## config.mk

```make
export PLATFORM = sky130hd
export DESIGN_NAME = sid_bus_master
export DESIGN_NICKNAME = d
export VERILOG_FILES = /design/src/rtl/sid_bus_master_pkg.sv /design/src/rtl/sid_cmd_fifo.sv /design/src/rtl/sid_bus_master.sv
export SDC_FILE = /design/constraint.sdc
export NUM_CORES = 1
export LEC_CHECK = 0
export CORE_MARGIN = 1.5
export CORE_UTILIZATION = 59
export CTS_CLUSTER_DIAMETER = 30
export DETAILED_ROUTE_END_ITERATION = 6
export GPL_TIMING_DRIVEN = 0
export PLACE_DENSITY = 0.86
export SLEW_MARGIN = 20
export SYNTH_ARGS = -nofsm -noshare
export SYNTH_HDL_FRONTEND = slang
export SYNTH_SLANG_ARGS = --single-unit
```

## constraint.sdc

```tcl
create_clock -name clk -period 8 [get_ports clk]
set_clock_uncertainty 0.15 [all_clocks]
set_input_delay 0.8 -clock clk [delete_from_list [all_inputs] [get_ports clk]]
set_output_delay 0.8 -clock clk [all_outputs]
set_load 0.05 [all_outputs]
```

## src/rtl/sid_bus_master_pkg.sv

```systemverilog
// Shared types for the SID bus master.
//   bus_op_e   : host command opcodes (write, read, reset, delay)
//   bus_cmd_t  : one buffered host command {op, addr, data}
//   bus_i_t    : SID register bus as seen by the SID core {addr, data, we, oe, res}
//   bm_state_e : bus master sequencing states
package sid_bus_master_pkg;

    typedef enum logic [1:0] {
        OpWrite = 2'd0,
        OpRead  = 2'd1,
        OpReset = 2'd2,
        OpDelay = 2'd3
    } bus_op_e;

    typedef struct packed {
        bus_op_e     op;
        logic [4:0]  addr;
        logic [7:0]  data;
    } bus_cmd_t;

    typedef struct packed {
        logic [15:0] addr;
        logic [7:0]  data;
        logic        we;
        logic        oe;
        logic        res;
    } bus_i_t;

    typedef enum logic [1:0] {
        StIdle,
        StAccess,
        StReset,
        StDelay
    } bm_state_e;

    localparam int unsigned BusWidth = $bits(bus_i_t);

endpackage

```

## src/rtl/sid_cmd_fifo.sv

```systemverilog
// Synchronous command FIFO for the SID bus master.
//   clk, rst_n : clock, asynchronous active-low reset (empties the FIFO)
//   push/wdata : write a command; ignored while full
//   pop/rdata  : rdata is the head entry; pop removes it; ignored while empty
//   full/empty : occupancy flags
//   count      : number of stored entries
// DEPTH must be a power of two (>= 2) so the pointers wrap naturally.
module sid_cmd_fifo
    import sid_bus_master_pkg::*;
#(
    parameter int unsigned DEPTH = 4
) (
    input  logic                     clk,
    input  logic                     rst_n,
    input  logic                     push,
    input  bus_cmd_t                 wdata,
    input  logic                     pop,
    output bus_cmd_t                 rdata,
    output logic                     full,
    output logic                     empty,
    output logic [$clog2(DEPTH):0]   count
);

    localparam int unsigned PtrW = $clog2(DEPTH);

    bus_cmd_t          mem_q [DEPTH];
    logic [PtrW-1:0]   wr_ptr_q, wr_ptr_d;
    logic [PtrW-1:0]   rd_ptr_q, rd_ptr_d;
    logic [PtrW:0]     count_q, count_d;
    logic              do_push, do_pop;

    assign full    = (count_q == (PtrW + 1)'(DEPTH));
    assign empty   = (count_q == '0);
    assign count   = count_q;
    assign rdata   = mem_q[rd_ptr_q];
    assign do_push = push && !full;
    assign do_pop  = pop && !empty;

    always_comb begin
        wr_ptr_d = wr_ptr_q;
        rd_ptr_d = rd_ptr_q;
        count_d  = count_q;
        if (do_push) begin
            wr_ptr_d = wr_ptr_q + PtrW'(1);
        end
        if (do_pop) begin
            rd_ptr_d = rd_ptr_q + PtrW'(1);
        end
        case ({do_push, do_pop})
            2'b10:   count_d = count_q + (PtrW + 1)'(1);
            2'b01:   count_d = count_q - (PtrW + 1)'(1);
            default: count_d = count_q;
        endcase
    end

    always_ff @(posedge clk or negedge rst_n) begin
        if (!rst_n) begin
            wr_ptr_q <= '0;
            rd_ptr_q <= '0;
            count_q  <= '0;
        end else begin
            wr_ptr_q <= wr_ptr_d;
            rd_ptr_q <= rd_ptr_d;
            count_q  <= count_d;
        end
    end

    // Storage needs no reset: entries are only visible through count/pointers.
    always_ff @(posedge clk) begin
        if (do_push) begin
            mem_q[wr_ptr_q] <= wdata;
        end
    end

endmodule

```

## src/rtl/sid_bus_master.sv

```systemverilog
// SID register bus initiator.
//   clk, rst_n          : clock, asynchronous active-low reset
//   phi2_tick           : one-clk strobe at the start of each SID cycle
//   cmd_valid/cmd_ready : host command handshake; cmd_op/cmd_addr/cmd_data carry the command
//   rsp_valid/rsp_ready : read response handshake; rsp_data carries the read byte
//   bus_data_i          : SID read-data bus
//   bus_o               : packed {addr[15:0], data, we, oe, res} to the SID core
//   busy                : commands pending, one in progress, or a response unconsumed
// Each command occupies the bus from one phi2 tick to a later one; the tick that ends a
// command also dispatches the next eligible one, giving one access per SID cycle.
module sid_bus_master
    import sid_bus_master_pkg::*;
#(
    parameter int unsigned FIFO_DEPTH = 4,
    parameter int unsigned RES_CYCLES = 10
) (
    input  logic        clk,
    input  logic        rst_n,
    input  logic        phi2_tick,
    input  logic        cmd_valid,
    output logic        cmd_ready,
    input  logic [1:0]  cmd_op,
    input  logic [4:0]  cmd_addr,
    input  logic [7:0]  cmd_data,
    output logic        rsp_valid,
    input  logic        rsp_ready,
    output logic [7:0]  rsp_data,
    input  logic [7:0]  bus_data_i,
    output logic [26:0] bus_o,
    output logic        busy
);

    localparam int unsigned ResW = $clog2(RES_CYCLES + 1);
    localparam int unsigned CntW = $clog2(FIFO_DEPTH) + 1;

    bm_state_e         state_q, state_d;
    bus_i_t            bus_q, bus_d;
    logic              rsp_valid_q, rsp_valid_d;
    logic [7:0]        rsp_data_q, rsp_data_d;
    logic [7:0]        dly_q, dly_d;
    logic [ResW-1:0]   res_q, res_d;

    bus_cmd_t          new_cmd;
    bus_cmd_t          head;
    logic              fifo_full, fifo_empty;
    logic [CntW-1:0]   fifo_count;
    logic              push, pop;
    logic              cmd_done, read_done;

    // Held low during reset so the host cannot push into a FIFO being cleared.
    assign cmd_ready = rst_n && !fifo_full;
    assign push      = cmd_valid && cmd_ready;
    assign new_cmd   = '{op: bus_op_e'(cmd_op), addr: cmd_addr, data: cmd_data};

    sid_cmd_fifo #(
        .DEPTH (FIFO_DEPTH)
    ) u_fifo (
        .clk   (clk),
        .rst_n (rst_n),
        .push  (push),
        .wdata (new_cmd),
        .pop   (pop),
        .rdata (head),
        .full  (fifo_full),
        .empty (fifo_empty),
        .count (fifo_count)
    );

    always_comb begin
        state_d     = state_q;
        bus_d       = bus_q;
        rsp_valid_d = rsp_valid_q;
        rsp_data_d  = rsp_data_q;
        dly_d       = dly_q;
        res_d       = res_q;
        pop         = 1'b0;
        cmd_done    = 1'b0;
        read_done   = 1'b0;

        if (rsp_valid_q && rsp_ready) begin
            rsp_valid_d = 1'b0;
        end

        if (phi2_tick) begin
            unique case (state_q)
                StIdle: begin
                    cmd_done = 1'b1;
                end
                StAccess: begin
                    cmd_done = 1'b1;
                    if (bus_q.oe) begin
                        read_done   = 1'b1;
                        rsp_valid_d = 1'b1;
                        rsp_data_d  = bus_data_i;
                    end
                end
                StReset: begin
                    if (res_q <= ResW'(1)) begin
                        cmd_done = 1'b1;
                    end else begin
                        res_d = res_q - ResW'(1);
                    end
                end
                StDelay: begin
                    if (dly_q <= 8'd1) begin
                        cmd_done = 1'b1;
                    end else begin
                        dly_d = dly_q - 8'd1;
                    end
                end
            endcase

            if (cmd_done) begin
                state_d   = StIdle;
                bus_d.we  = 1'b0;
                bus_d.oe  = 1'b0;
                bus_d.res = 1'b0;
                // A read completing on this very tick also blocks the next read.
                if (!fifo_empty &&
                    !(head.op == OpRead && (rsp_valid_q || read_done))) begin
                    pop = 1'b1;
                    unique case (head.op)
                        OpWrite: begin
                            state_d    = StAccess;
                            bus_d.addr = {11'd0, head.addr};
                            bus_d.data = head.data;
                            bus_d.we   = 1'b1;
                        end
                        OpRead: begin
                            state_d    = StAccess;
                            bus_d.addr = {11'd0, head.addr};
                            bus_d.data = 8'd0;
                            bus_d.oe   = 1'b1;
                        end
                        OpReset: begin
                            state_d   = StReset;
                            bus_d.res = 1'b1;
                            res_d     = ResW'(RES_CYCLES);
                        end
                        OpDelay: begin
                            dly_d   = head.data;
                            // A zero-length delay is finished as soon as it is taken.
                            state_d = (head.data == 8'd0) ? StIdle : StDelay;
                        end
                    endcase
                end
            end
        end
    end

    always_ff @(posedge clk or negedge rst_n) begin
        if (!rst_n) begin
            state_q     <= StIdle;
            bus_q       <= '0;
            rsp_valid_q <= 1'b0;
            rsp_data_q  <= 8'd0;
            dly_q       <= 8'd0;
            res_q       <= '0;
        end else begin
            state_q     <= state_d;
            bus_q       <= bus_d;
            rsp_valid_q <= rsp_valid_d;
            rsp_data_q  <= rsp_data_d;
            dly_q       <= dly_d;
            res_q       <= res_d;
        end
    end

    assign bus_o     = bus_q;
    assign rsp_valid = rsp_valid_q;
    assign rsp_data  = rsp_data_q;
    assign busy      = (fifo_count != '0) || (state_q != StIdle) || rsp_valid_q;

endmodule

```

# ---- Yosys cells after proc, flatten, opt, wreduce, memory -nomap -nowiden
# Memories as Yosys holds them, arrays and structs flattened.
# Cells that the tools add are included.
dict set report classes {
  bitwise 0
  n_reduce_logical 26
  muxes 35
  n_lt_le_gt_ge 2
  n_mul 0
  n_addsub 6
  shifts 0
  n_div 0
  n_eq_ne 9
}
# op n
set ops {}
lappend ops {{$pmux W24 S2} 1}
lappend ops {{$mux W8} 5}
lappend ops {{$mux W4} 5}
lappend ops {{$mux W1} 18}
lappend ops {{$eq A2 B2 Y1 const B} 5}
lappend ops {{$le A8 B1 Y1 const B} 1}
lappend ops {{$logic_not A8 Y1} 1}
lappend ops {{$sub A8 B1 Y8 const B} 1}
lappend ops {{$logic_and A1 B1 Y1} 7}
lappend ops {{$eq A2 B1 Y1 const B} 3}
lappend ops {{$pmux W2 S3} 1}
lappend ops {{$pmux W3 S2} 1}
lappend ops {{$reduce_bool A2 Y1} 3}
lappend ops {{$add A2 B1 Y2 const B} 2}
lappend ops {{$le A4 B1 Y1 const B} 1}
lappend ops {{$logic_not A2 Y1} 2}
lappend ops {{$mux W2} 2}
lappend ops {{$reduce_and A4 Y1} 1}
lappend ops {{$reduce_or A2 Y1} 2}
lappend ops {{$sub A4 B1 Y4 const B} 1}
lappend ops {{$add A3 B1 Y3 const B} 1}
lappend ops {{$eq A3 B3 Y1 const B} 1}
lappend ops {{$logic_not A1 Y1} 3}
lappend ops {{$logic_not A3 Y1} 1}
lappend ops {{7 further kinds} 9}
dict set report word_totals {
  word_cells 92
  output_inout_bits 38
  rom_bits 0
  latch_bits 0
  n_memories 1
  input_bits 28
  register_bits 57
  ramBits 60
}
# memory words word_bits rd rd_clocked_by_memory_dff wr line
set mem_list {}
lappend mem_list {u_fifo.mem_q 4 15 1 0 1 sid_cmd_fifo.sv:26} ;# bus_cmd_t mem_q [DEPTH];

# ---- Logic depth before layout (Yosys ltp)
# Gate-level depths: netlist (run 1).
dict set report depth {
  depth_word 13
  mapped_depth 12
  ltp_nobuf 11
}

# ---- Cells and area by module
# Synthesis (run 1) repeated with hierarchy kept, for this count alone.
dict set report unflattened {
  hier_cells 313
  area_unflattened_um2 4742.0
}
# mod seq_area_each_um2 n_inst area_per_inst_um2 cells_each
set modules_own_cells {}
lappend modules_own_cells {sid_cmd_fifo 1976.9 1 2632.5 116}
lappend modules_own_cells {sid_bus_master 975.9 1 2109.5 197}

# ---- Worst setup path after synthesis (run 1)
# Ideal clock, no wire load.
dict set report synth_timing {
  path_kind {input to register}
  start {input rst_n}
  end {register u_fifo.count_q[2], in the netlist u_fifo.count[2]}
  arrival_time_ps 3415
  setup_slack_ps 4309
  n_path_buf 0
  cell_stages 8
  setup_time_ps 125
  t_required_ps 7725
  path_cell_list {a21boi_0 and2_1 inv_1 ha_1 fa_1 xnor2_1 nor2_1 xor2_1}
}
dict set report synth_between {
  elab_chain_cells 5
  word_cells_on_any_way 7
  cone_classes {eq/ne (2); mux (1); reduce/logical (4)}
}
# item line
set synth_rtl {}
lappend synth_rtl {{from (decl)} sid_bus_master.sv:18} ;# input logic rst_n,
lappend synth_rtl {{$logic_and A1 B1 Y1 (*)} sid_bus_master.sv:51} ;# assign cmd_ready = rst_n && !fifo_full;
lappend synth_rtl {{$logic_and A1 B1 Y1 (*)} sid_bus_master.sv:52} ;# assign push = cmd_valid && cmd_ready;
lappend synth_rtl {{$logic_and A1 B1 Y1 (*)} sid_cmd_fifo.sv:36} ;# assign do_push = push && !full;
lappend synth_rtl {{$eq A2 B1 Y1 or $eq A2 B2 Y1 (tied branches)} sid_cmd_fifo.sv:49} ;# case ({do_push, do_pop})
lappend synth_rtl {{$pmux W3 S2 or $reduce_bool A2 Y1 (tied branches)} n/a}
lappend synth_rtl {{to (signal assigned)} sid_cmd_fifo.sv:64} ;# count_q <= count_d;
lappend synth_rtl {{to (decl)} sid_cmd_fifo.sv:29} ;# logic [PtrW:0] count_q, count_d;
# Mark *: on every way between the ends. The rest lies on a longest branch, timed or not.
# A chain may end at the register's enable or synchronous reset.

# ---- Worst setup path after layout (run 1)
dict set report layout_timing {
  start {input rst_n}
  end {output cmd_ready}
}
dict set report layout_between {
  elab_chain_cells 1
}
# item line
set layout_rtl {}
lappend layout_rtl {{$logic_and A1 B1 Y1} sid_bus_master.sv:51}
lappend layout_rtl {{to (decl)} sid_bus_master.sv:21} ;# output logic cmd_ready,
# Every way passes these cells.

==> results of run 1 <==
[power breakdown]
part | switching [W] | internal [W] | total (W)
clock network | 0.000171 | 0.000114 | 0.000285
registers | 0.0000913 | 0.000720 | 0.000811
logic | 0.000555 | 0.000414 | 0.000969
total | 0.000818 | 0.00125 | 0.00207
[layer usage]
layer / global-route usage / vias up / routed length, µm
li1: - / 1307 / -
met1: 0.2671 / 1405 / 3558
met2: 0.3781 / 86 / 4484
met3: 0.03859 / 11 / 475
met4: 0.07821 / 0 / 116
met5: 0 / - / 0
[per-stage QoR]
stage / setup slack (ns) / utilization / cell area (µm²) / std cells
after detailed placement: 4.152 / 0.7012 / 5446 / 477
after global placement: 2.806 / 0.6993 / 5431 / 476
after floorplan: 4.309 / - / 4773 / 321
after CTS: 4.161 / 0.7225 / 5612 / 493
after global routing: 4.005 / 0.7225 / 5612 / 493
final: 4.214 / 0.7225 / 5612 / 493
[kinds of logic after synthesis]
group | count (synthesis)
flip-flops | 106
AND/OR/NAND/NOR | 73
AO/OA/AOI/OAI | 41
multiplexers | 38
buffers and inverters | 35
adder cells (fa/ha/maj) | 10
XOR/XNOR | 7
other | 1
[cells in the final DEF, fill, tap and decap left out, types with 2 or more instances in the layout]
cell and count:
a21boi_0 2, clkdlybuf4s50_1 52, clkbuf_8 9, buf_6 2
nor3_1 8, o211ai_1 2, buf_2 6, conb_1 11
mux4_1 2, ha_1 9, o22ai_1 2, mux2_2 15
inv_1 13, xnor2_1 4, nand2_1 21, a22o_1 6
clkinvlp_4 4, nor4b_1 2, nor2_1 10, mux4_2 14
edfxtp_1 60, a211o_1 3, or4_1 2, nand4b_1 3
buf_4 11, o21ai_0 9, xor2_1 3, nor2b_1 6
nor4_1 4, nand4_1 2, mux2_4 7, clkbuf_1 7
and3_1 5, a2bb2oi_1 3, a21oi_1 2, dfrtp_1 46
[path summary, 6_finish.rpt]
check,endpoint,slack [ns],cells after the start
min reg2reg,bus_o[0],0.35,2
min,dly_q[6],0.24,1
min in group clk,bus_o[0],0.35,2
max reg2reg,u_fifo.count[1],4.70,10
max in group asynchronous,u_fifo.wr_ptr_q[1],6.93,2
max,cmd_ready,4.21,4
[state kept, by name, summed over array words and instances (netlist names)]
register and flops:
u_fifo.mem_q 60, rsp_valid 1, u_fifo.rd_ptr_q 2, bus_o 16, dly_q 8, res_q 4
state_q 2, rsp_data 8, u_fifo.wr_ptr_q 2, u_fifo.count 3
[worst max-delay path, cell delays in order]
cell and delay [ns]:
buf_2 0.41, buf_12 0.26, a21boi_0 0.45, clkdlybuf4s50_1 0.90
[Yosys cell counts, types with 6 or more instances]
| cell type | number | area (µm²) |
|---|---|---|
| a22o_1 | 6 | 52.55 |
| buf_4 | 11 | 82.58 |
| dfrtp_1 | 46 | 1151 |
| edfxtp_1 | 60 | 1802 |
| ha_1 | 9 | 112.6 |
| inv_1 | 13 | 48.80 |
| mux2_2 | 15 | 168.9 |
| mux2_4 | 7 | 105.1 |
| mux4_2 | 14 | 315.3 |
| nand2_1 | 21 | 78.83 |
| nor2_1 | 10 | 37.54 |
| nor2b_1 | 6 | 37.54 |
| nor3_1 | 8 | 40.04 |
| o21ai_0 | 9 | 45.04 |
[final cells by class]
cell class                      count  area share
Multi-Input combinational cell    180      0.2899
Clock buffer                       12     0.02408
Clock inverter                      4    0.005351
Buffer                             22     0.02586
Inverter                           13    0.008696
Sequential cell                   106      0.5262
Timing Repair Buffer               54     0.09721
Tap cell                          102     0.02274
==> impl_results.md, run 1 <==
- Worst Path Arrival: ~2.8 ns
- Largest net degree at the start of global routing: 30
- 1st-iter DRT viols: 145
- Avg Vias per Cell: 5.698
- Count of pins over their slew limit: 0
- WL final: 8635 µm
- Worst Setup SP: rst_n
- Max-cap violations: 0
- Post-synthesis sequential area ratio: 0.6235
- Mux cell area share after synthesis: 0.1355
- Power Total: 0.002065 W
- CTS tree: done
- Initial antenna violation count: 0
- Post-CTS Resized: 0
- Post-route setup TNS: 0 ns
- Die Wd: 92.59 µm
- Xor/xnor share of the synthesized area: 0.01295
- Skew-Pair Late Insertion Delay: 0.36 ns
- Synth Register Bits: 106
- Wire per inst: 17.52 µm
- CTS Buffer Depth: 2
- Peak supply drop: 0.1878 mV
- Worst Hold Class: primary input to asynchronous set/reset pin
- DRC Markers: 0
- Slew HR: 0.3786
- CTS Hold Bufs: 0
- DR pass1 iterations: 5
- Routability-driven placement congestion ratio: 0.8249
- Cell Rows: 32
- Die ar.: 0.008573 mm²
- Syn. warnings: 0
- Total vias in the final route: between 2000 and 3000
- Initial Util: 0.6097
- Final net count: around 420
- GRT overflow: 0
- Post-synthesis compound-gate area fraction: 0.06975
- Leakage: 2.179 nW
- Final Cycle Share: 0.4732
- Die height: slightly above 90 µm
- Final setup fails: 0
- Post-synthesis area per instance: 15.23 µm²
- Adder-Cell Fraction of Synth Area: 0.02801
- Setup CP Type: primary input to output port
- Worst Setup End Kind: output port
- Final hold vios: 0
- Reg clk slew, reported paths: about 0.09 ns
- Post-Synth Simple-Gate Area: 0.08851
- Antenna diode count: 0
- Register cell area after layout: 0.002953 mm²
- Async SR Flop Fraction: 0.4340
- Syn Std Cell Area: ~0.0047 mm²
- I/O pin cnt: between 60 and 70
- # fillers: around 490
- PortBufs: 53
- RSZ-0062 raised after global routing: no
- CTS Buf Count: 9
- Area occupied by multi-input gates: 0.001627 mm²
- Dpl hpwl: 6030 µm
- Required @ worst endpoint: 7.05 ns
- Post-CTS Setup Repair Bufs: 0
- Max Fanout on Critical Path: 29
- Post-synth top flop: edfxtp_1
- First-pass GRT wire length: 13770 µm
- PwrDens: between 300 and 400 mW/mm²
- Final worst path period need: 3.786 ns
- Outcome: completed
- Overall Global Routing Usage: 0.2153
- Routed Antenna Nets: 0
- Cell variety after synth: 56
- Hold WS: 0.2445 ns
- Vias in the first global route: 2815
- Number of synthesized flops with an enable pin: 60
- Core Region: between 0.007 and 0.008 mm²
- Fmax: 0.2642 GHz
- Setup crit start kind: primary input
- Slew @ Worst Pin: ~0.9 ns
- Post-Synthesis Cells: 311
- Area Overhead vs Synth: 18.49%
- Clock sinks: 106
- Critical R2R Launch: res_q[0]
- Htree depth: 3
- Share of cells above drive strength 1: 0.1969
- Root Driver: clkbuf_8
- Largest family of logic cells by synthesized area: multiplexers
Note: power is estimated with default switching activity, not from simulation.
==> run 2, diff against run 1 <==
--- a/config.mk
+++ b/config.mk
@@ -6,11 +6,11 @@
 export NUM_CORES = 1
 export LEC_CHECK = 0
 export CORE_MARGIN = 1.5
-export CORE_UTILIZATION = 59
+export CORE_UTILIZATION = 49
 export CTS_CLUSTER_DIAMETER = 30
 export DETAILED_ROUTE_END_ITERATION = 6
 export GPL_TIMING_DRIVEN = 0
-export PLACE_DENSITY = 0.86
+export PLACE_DENSITY = 0.77
 export SLEW_MARGIN = 20
 export SYNTH_ARGS = -nofsm -noshare
 export SYNTH_HDL_FRONTEND = slang
==> constraint.sdc (replaced) <==
create_clock -name clk -period 3.3 [get_ports clk]
set_clock_uncertainty 0.15 [all_clocks]
set_input_delay 0.33 -clock clk [delete_from_list [all_inputs] [get_ports clk]]
set_output_delay 0.33 -clock clk [all_outputs]
set_load 0.05 [all_outputs]
==> impl_results.md, run 2 (synthesis gave the netlist of run 1 again) <==
- Final hold vios: 0 (unchanged)
- Largest Register: u_fifo.mem_q (unchanged)
- Critical-path cell list: inv_1 > ha_1 > o21ba_2 > a31o_2 > o311ai_4 > clkbuf_4 > nor3_2 > ha_1 > fa_1 > xnor2_1 > nor2_1 > xor2_1 (was buf_2 > buf_12 > a21boi_0 > clkdlybuf4s50_1)
- Area Overhead vs Synth: 20.63% (was 18.49%)
- Final Cycle Share: 0.9383
- Hold Path Cell Cnt: 3
- PwrDens: 890.1 mW/mm² (was 368.0 mW/mm²)
- Fmax: 0.3230 GHz
- R2R Path End: u_fifo.count[2] (was u_fifo.count[1])
- Die ar.: 0.01026 mm² (was 0.008573 mm²)
- DRC Markers: 0 (unchanged)
- I/O pin cnt: 66 (unchanged)
- Routability-driven placement congestion ratio: 0.7688 (was 0.8249)
- Max reg flops: 60 (unchanged)
- Slowest stage cell, crit path: dfrtp_1 (was clkdlybuf4s50_1)
- CTS Buffer Depth: 2 (unchanged)
- Slew @ Worst Pin: 0.9699 ns (was 0.9250 ns)
- Setup CP Type: flop to flop (was primary input to output port)
- Max Fanout on Critical Path: 10 (was 29)
- Critical R2R Launch: dly_q[0] (was res_q[0])
- Wire per inst: 17.53 µm (was 17.52 µm)
- Core Region: 0.009284 mm² (was 0.007767 mm²)
- Worst Hold Class: primary input to flop (was primary input to asynchronous set/reset pin)
- RSZ-0062 raised after global routing: no (unchanged)
- Reg2Reg Depth: 12 (was 10)
- CTS Buf Count: 9 (unchanged)
- Cell Rows: 35 (was 32)
- Routed Antenna Nets: 0 (unchanged)
- Worst Path Arrival: 3.24 ns (was 2.84 ns)
- Final worst path period need: 3.096 ns
- Share of cells above drive strength 1: 0.2087 (was 0.1969)
- Reg clk slew, reported paths: 0.10 ns (was 0.09 ns)
- Hold EP: dly_q[5]
- Die height: 101.3 µm (was 92.59 µm)
- Worst R2R Setup Slack: 0.20 ns (was 4.70 ns)
- Initial antenna violation count: 0 (unchanged)
- Clock sinks: 106 (unchanged)
- Count of pins over their slew limit: 0 (unchanged)
- Leakage: 2.220 nW (was 2.179 nW)
- Most used cell, CP: ha_1
- Hold WS: 0.2308 ns (was 0.2445 ns)
- Vias in the first global route: 2908 (was 2815)
- Largest net degree at the start of global routing: 29 (was 30)
- Most frequent cells in the layout: edfxtp_1 (60), clkdlybuf4s50_1 (52), dfrtp_1 (46) (unchanged)
- 1st-iter DRT viols: 161 (was 145)
- DR pass1 iterations: 4 (was 5)
- Peak supply drop: 0.4691 mV (was 0.1878 mV)
- Final setup fails: 0 (unchanged)
- CP peak stage delay: 0.41 ns (was 0.90 ns)
- Required @ worst endpoint: 3.44 ns (was 7.05 ns)
- Worst Setup End Kind: flop (was output port)
- Power Total: 0.005085 W (was 0.002065 W)
- Hold path startpoint: phi2_tick
- # fillers: 742 (was 494)
- Post-route setup TNS: 0 ns (unchanged)
- CTS tree: done (unchanged)
- Avg Vias per Cell: 5.414 (was 5.698)
- Skew-Pair Late Insertion Delay: 0.36 ns (about the same)
- Commonest non-fill, non-tap cell in the layout: edfxtp_1 (unchanged)
- Die Wd: 101.3 µm (was 92.59 µm)
- Finished Cell Area: 0.005713 mm² (was 0.005612 mm²)
- WL final: 9151 µm (was 8635 µm)
- Root Driver: clkbuf_8 (unchanged)
- Post-Place Cell Area: 0.005488 mm² (was 0.005446 mm²)
- Max-cap violations: 0 (unchanged)
- Antenna diode count: 0 (unchanged)
- Final net count: 426 (was 424)
- Overall Global Routing Usage: 0.1966 (was 0.2153)
- PortBufs: 53 (unchanged)
- Total vias in the final route: 2826 (was 2809)
- GRT overflow: 0 (unchanged)
- Initial Util: 0.5101 (was 0.6097)
- Htree depth: 3 (unchanged)
- First-pass GRT wire length: 14990 µm (was 13770 µm)
- Dpl hpwl: 6371 µm (was 6030 µm)
- Setup crit start kind: flop (was primary input)
- Slew HR: 0.3484 (was 0.3786)
- Outcome: completed (unchanged)
- Post-CTS Setup Repair Bufs: 0 (unchanged)
run 2: cell count changes in the layout (fill, tap and decap cells not counted), moves of 2 or more:
cell,before,now
clkbuf_1,7,4
clkinv_4,0,2
clkinvlp_4,4,1
nor3_1,8,6
nor3_2,0,2
run 2: area by class of cell:
cell class,count,area (µm²),share of cell area
Clock inverter,6,53.80,0.009417
Clock buffer,10,127.6,0.02234
Inverter,13,48.80,0.008541
Timing Repair Buffer,56,583.1,0.1021
Tap cell,129,161.4,0.02825
Multi-Input combinational cell,180,1637,0.2865
Sequential cell,106,2953,0.5169
Buffer,22,148.9,0.02606
run 2: what timing repair did:
action,CTS,global route
hold buffers,2,0
resized for setup,0,6
hold endpoints to repair,28,0
setup endpoints to repair,0,2
run 2: stage by stage:
stage               utilization  std cells  worst slack [ns]
floorplan                     -        321            0.3644
global placement         0.5887        503            -1.100
detailed placement       0.5911        504           0.05032
CTS                      0.6139        522           0.01195
global route             0.6154        522           0.02136
finish                   0.6154        522            0.2036
run 2: layer usage:
layer  wire (µm)  vias to the layer above  GRT usage
li1            -                     1309          -
met1        3896                     1423     0.2527
met2        4705                       80     0.3397
met3         419                       14    0.03658
met4         129                        0    0.06410
met5           0                        -          0
run 2: power by group:
| group | internal (W) | total (W) | switching, W | leakage [nW] |
|---|---|---|---|---|
| clock | 0.000284 | 0.000737 | 0.000453 | 0.0873 |
| combinational | 0.00101 | 0.00238 | 0.00137 | 1.03 |
| sequential | 0.00175 | 0.00197 | 0.000226 | 1.11 |
| total | 0.00304 | 0.00509 | 0.00205 | 2.22 |
run 2: worst max-delay path: cells and delay by family, from the launching register on:
kind / cells / cell delay (ns)
fa+ha+maj: 3 / 0.93
compound gates: 3 / 0.68
flops: 1 / 0.41
buf+inv: 2 / 0.37
xor+xnor: 2 / 0.28
simple gates: 2 / 0.19
run 2: worst max-delay path by stage:
stage / start / endpoint / slack [ns] / depth (start not counted)
3_5_place_dp: dly_q[0] / u_fifo.count[2] / 0.05 / 12
5_1_grt: dly_q[0] / u_fifo.count[2] / 0.02 / 12
4_1_cts: dly_q[0] / u_fifo.count[2] / 0.01 / 12
6_report: dly_q[0] / u_fifo.count[2] / 0.20 / 12
2_1_floorplan: dly_q[0] / u_fifo.count[2] / 0.36 / 12
3_3_place_gp: rst_n / u_fifo.count[2] / -1.10 / 9
==> run 3, diff against run 2 <==
--- a/config.mk
+++ b/config.mk
@@ -7,6 +7,7 @@
 export LEC_CHECK = 0
 export CORE_MARGIN = 1.5
 export CORE_UTILIZATION = 49
+export CTS_BUF_LIST = sky130_fd_sc_hd__clkbuf_16
 export CTS_CLUSTER_DIAMETER = 30
 export DETAILED_ROUTE_END_ITERATION = 6
 export GPL_TIMING_DRIVEN = 0
==> impl_results.md, run 3 (synthesis gave the netlist of run 1 again) <==
- Total vias in the final route: 2868 (was 2826)
- Leakage: 2.270 nW (was 2.220 nW)
- Core Region: 0.009284 mm² (unchanged)
- # fillers: 721 (was 742)
- Worst Hold Class: primary input to flop (unchanged)
- Cell Rows: 35 (unchanged)
- Outcome: completed (unchanged)
- Final setup fails: 0 (unchanged)
- Sequential Power Share: 0.368 (was 0.388)
- CTS Buf Count: 9 (unchanged)
- Reg clk slew, reported paths: 0.07 ns (was 0.10 ns)
- Wire per inst: 17.55 µm (was 17.53 µm)
- Initial Util: 0.5101 (unchanged)
- Hold WS: 0.2593 ns (was 0.2308 ns)
- Slew @ Worst Pin: 0.9789 ns (was 0.9699 ns)
- Max reg flops: 60 (unchanged)
- Largest Register: u_fifo.mem_q (unchanged)
- Initial antenna violation count: 0 (unchanged)
- Setup CP Type: flop to flop (unchanged)
- 1st-iter DRT viols: 133 (was 161)
- Count of pins over their slew limit: 0 (unchanged)
- Logic gate share of total power: 0.444 (was 0.467)
- Die Wd: 101.3 µm (unchanged)
- RSZ-0062 raised after global routing: no (unchanged)
- Skew-Pair Late Insertion Delay: 0.34 ns (was 0.36 ns)
- Die height: 101.3 µm (unchanged)
- I/O pin cnt: 66 (unchanged)
- Share of cells above drive strength 1: 0.2087 (unchanged)
- DRC Markers: 0 (unchanged)
- Max-cap violations: 0 (unchanged)
- GRT overflow: 0 (unchanged)
- NetSw: 0.002084 W (was 0.002045 W)
- Internal Power: 0.003275 W (was 0.003040 W)
- Dpl hpwl: 6371 µm (unchanged)
- Routed Antenna Nets: 0 (unchanged)
- CTS tree: done (unchanged)
- Die ar.: 0.01026 mm² (unchanged)
- Root Driver: clkbuf_16 (was clkbuf_8)
- Inst Count DP: 504 (unchanged)
- Required @ worst endpoint: 3.42 ns (was 3.44 ns)
- CTS Buffer Depth: 2 (unchanged)
- Htree depth: 3 (unchanged)
- Final non-filler cell total: 522 (unchanged)
- Clock sinks: 106 (unchanged)
- Clock Power Share: 0.188 (was 0.145)
- Max Fanout on Critical Path: 10 (unchanged)
- Routability-driven placement congestion ratio: 0.7688 (unchanged)
- Avg Vias per Cell: 5.494 (was 5.414)
- Sw frac: 0.3888 (was 0.4022)
- Commonest non-fill, non-tap cell in the layout: edfxtp_1 (unchanged)
- PwrDens: 922.0 mW/mm² (was 890.1 mW/mm²)
- Worst Setup End Kind: flop (unchanged)
- Post-CTS Setup Repair Bufs: 0 (unchanged)
- Vias in the first global route: 2918 (was 2908)
- Final net count: 426 (unchanged)
- Largest net degree at the start of global routing: 29 (unchanged)
- Final hold vios: 0 (unchanged)
- Peak supply drop: 0.4499 mV (was 0.4691 mV)
- Setup crit start kind: flop (unchanged)
- DR pass1 iterations: 4 (unchanged)
- Final worst path period need: 3.113 ns (was 3.096 ns)
- Slew HR: 0.3424 (was 0.3484)
- WL final: 9161 µm (was 9151 µm)
- PortBufs: 53 (unchanged)
- Most frequent cells in the layout: edfxtp_1 (60), clkdlybuf4s50_1 (52), dfrtp_1 (46) (unchanged)
- Worst Path Arrival: 3.23 ns (was 3.24 ns)
- First-pass GRT wire length: 15010 µm (was 14990 µm)
- Fmax: 0.3213 GHz (was 0.3230 GHz)
- Final Cycle Share: 0.9433 (was 0.9383)
- Overall Global Routing Usage: 0.1969 (was 0.1966)
- Antenna diode count: 0 (unchanged)
- Area Overhead vs Synth: 22.72% (was 20.63%)
## run 3: path summary, 6_finish.rpt
kind / from / to / slack [ns] / cells after the start
worst min-delay path: phi2_tick / dly_q[5] / 0.26 / 3
worst min register to register: bus_o[0] / bus_o[0] / 0.33 / 2
max in group asynchronous: rst_n / rsp_data[0] / 2.43 / 3
min in group asynchronous: rst_n / bus_o[14] / 0.39 / 3
worst max register to register: dly_q[0] / u_fifo.count[2] / 0.19 / 12
worst max-delay path: dly_q[0] / u_fifo.count[2] / 0.19 / 12
## run 3: through the flow
stage / instance area [µm²] / setup TNS, ns / util / setup WS [ns] / total power, W
final: 5812 / 0 / 0.6260 / 0.1872 / 0.005358
after global routing: 5812 / 0 / 0.6260 / 0.006808 / 0.005665
after detailed placement: 5488 / 0 / 0.5911 / 0.05032 / 0.004370
after global placement: 5465 / -56.22 / 0.5887 / -1.100 / 0.004280
after CTS: 5801 / 0 / 0.6248 / 0.02126 / 0.005380
after floorplan: 4773 / 0 / - / 0.3644 / 0.003691
## run 3: worst max-delay path, stage by stage (launching register included)
cell and delay [ns]:
dfrtp_1 0.41, inv_1 0.10, ha_1 0.27, o21ba_2 0.27, a31o_2 0.29, o311ai_4 0.12
buf_2 0.28, nor3_2 0.09, ha_1 0.29, fa_1 0.38, xnor2_1 0.13, nor2_1 0.12
xor2_1 0.15
## run 3: repair_timing
| item | in CTS | in global routing |
|---|---|---|
| hold buffers | 2 | 0 |
| resized for setup | 0 | 5 |
| endpoints found under the setup margin | 0 | 2 |
| endpoints found under the hold margin | 28 | 0 |
## run 3: area by class of cell
class                   count  area (µm²)  area share
multi-input cells         180        1637      0.2816
clock inverters             7       57.56    0.009903
repair buffers             56       583.1      0.1003
flip-flops and latches    106        2953      0.5081
clock buffers               9       225.2     0.03875
plain buffers              22       146.4     0.02519
well taps                 129       161.4     0.02777
inverters                  13       48.80    0.008396
## run 3: power groups by stage
stage | clock network, W | logic (W) | registers [W]
6_report | 0.00101 | 0.00238 | 0.00197
5_1_grt | 0.00108 | 0.00256 | 0.00202
4_1_cts | 0.00102 | 0.00239 | 0.00197
3_5_place_dp | 0 | 0.00237 | 0.00200
3_3_place_gp | 0 | 0.00230 | 0.00198
2_1_floorplan | 0 | 0.00130 | 0.00239
## run 3: per-layer routing
| metal | track usage | routed length, µm |
|---|---|---|
| met1 | 0.2532 | 3886 |
| met2 | 0.3371 | 4671 |
| met3 | 0.03313 | 415 |
| met4 | 0.07585 | 187 |
| met5 | 0 | 0 |
==> patch: new RTL, config.mk and constraints of run 3 <==
Re-encode `bm_state_e` (4 states) as one-hot, 4 bits wide.
--- a/src/rtl/sid_bus_master_pkg.sv
+++ b/src/rtl/sid_bus_master_pkg.sv
@@ -28,7 +28,7 @@
 
-    typedef enum logic [1:0] {
-        StIdle,
-        StAccess,
-        StReset,
-        StDelay
+    typedef enum logic [3:0] {
+        StIdle   = 4'b0001,
+        StAccess = 4'b0010,
+        StReset  = 4'b0100,
+        StDelay  = 4'b1000
     } bm_state_e;
Formal check against the unedited RTL: same outputs for any inputs over 4 cycles, from zero or initial values and one cycle with rst_n low; so few cycles prove little.
==> patch against run 3 <==
  * Synthesized area increased by 0.95%
  * Synthesized cell count increased by 1.9%
  * Sequential share of layout area increased by 0.47 points
  * Wire length increased by 0.79%
  * Total power increased by 1.5%
  * Global-route usage decreased by 0.32 points
  * Sequential cell count increased by 2
  * Cell area increased by 0.80%
  * Setup slack got worse by 0.053 ns
  * Critical path depth decreased by 1
==> patch: results (changes against run 3) <==
[outcome]
status = completed

[final_layout]
drive_above_1_share_pct = 20.05  ; -0.82 points

[setup_path]
slowest_delay_ns = 0.43  ; +0.02 ns
r2r_setup_slack_ns = 0.13  ; -0.05 ns
reg2reg_depth = 11  ; -1
cp-startpoint = dly_q[6]$_DFFE_PN0P_
slowest_stage = or3_4
crit_family = simple AND/OR/NAND/NOR gates

[placed_design]
place_hpwl_um = 6153  ; -3.4%
place.gp.congestion = 0.8487  ; +10%
dpl_cell_area_um2 = 5508  ; +0.36%

[route]
wl_um = 9233  ; +0.79%
wl_met2_um = 4646  ; -0.54%
viasPerCell = 5.483  ; -0.21%
wl_met1_um = 4074  ; +4.8%
dr_wl_met3_um = 300  ; -28%
drt-initial-drc-count = 112  ; -16%

[grt]
first_global_vias = 2937  ; +0.65%
grt_pass1_wl_um = 14900  ; -0.78%
met3_usage_pct = 3.382  ; +0.069 points
grtUsageMet1_pct = 24.79  ; -0.53 points
grt_max_degree = 48  ; +66%

[min_path]
hp-class = reg -> reg
holdPathEnd = rsp_data[5]$_DFFE_PN0P_
hold_start = rsp_data[5]$_DFFE_PN0P_

[pwr]
ir_worst_vdd_mv = 0.4583  ; +1.9%
p_leak_nw = 2.295  ; +1.1%

[logic_synthesis]
synth_area_leaders = edfxtp_1 38%, dfrtp_1 25%, mux4_2 7.1%, mux2_2 3.1%, mux2_4 2.5%
synth_common_cells = 60 x edfxtp_1, 47 x dfrtp_1, 16 x inv_1
synthArstFlopShare_pct = 44.44  ; +1.0 points

[sta]
holdWs_ns = 0.3561  ; +0.09677 ns
slew_headroom_pct = 32.08  ; -2.2 points

[patch: cell count changes in the layout (fill, tap and decap cells not counted), sizes merged, moves of 4 or more]
cell and delta:
nand2 -9, nand3 +9, buf -4, inv +4
[patch: repair_timing]
action,in CTS,in global routing
buffers inserted,1,0
pin swaps,1,0
hold buffers,2,0
endpoints found under the hold margin,47,0
endpoints found under the setup margin,2,2
gates resized for setup,2,3
[patch: cell families after synthesis]
logic type	Yosys count	synth area share [%]
XOR/XNOR	7	1.282
buffers and inverters	37	4.057
flip-flops	108	62.84
AND/OR/NAND/NOR	76	9.605
AO/OA/AOI/OAI	42	6.726
adder cells (fa/ha/maj)	10	2.774
multiplexers	36	12.64
other	1	0.07844
[patch: per-stage QoR]
stage | TNS, ns | util [%] | worst slack, ns | power [mW] | instances
2_1_floorplan | 0 | - | 0.2005 | 3.740 | 327
3_3_place_gp | -62.89 | 59.07 | -1.046 | 4.355 | 509
3_5_place_dp | -0.3405 | 59.05 | -0.2690 | 4.422 | 509
4_1_cts | 0 | 62.55 | 0.02884 | 5.454 | 528
5_1_grt | -0.01331 | 62.80 | -0.01331 | 5.730 | 528
6_report | 0 | 62.80 | 0.1343 | 5.440 | 528
[patch: final cells by class]
type / count / area [um2]
fillers: 707 / 3470
flip-flops and latches: 108 / 3004
multi-input cells: 182 / 1655
repair buffers: 56 / 573.1
clock buffers: 9 / 225.2
well taps: 129 / 161.4
plain buffers: 21 / 133.9
inverters: 16 / 60.06
clock inverters: 7 / 45.04
[patch: power breakdown]
| group | internal, mW | switching (mW) |
|---|---|---|
| Combinational | 1.00 | 1.41 |
| Clock | 0.509 | 0.480 |
| Sequential | 1.79 | 0.246 |
| Total | 3.30 | 2.14 |
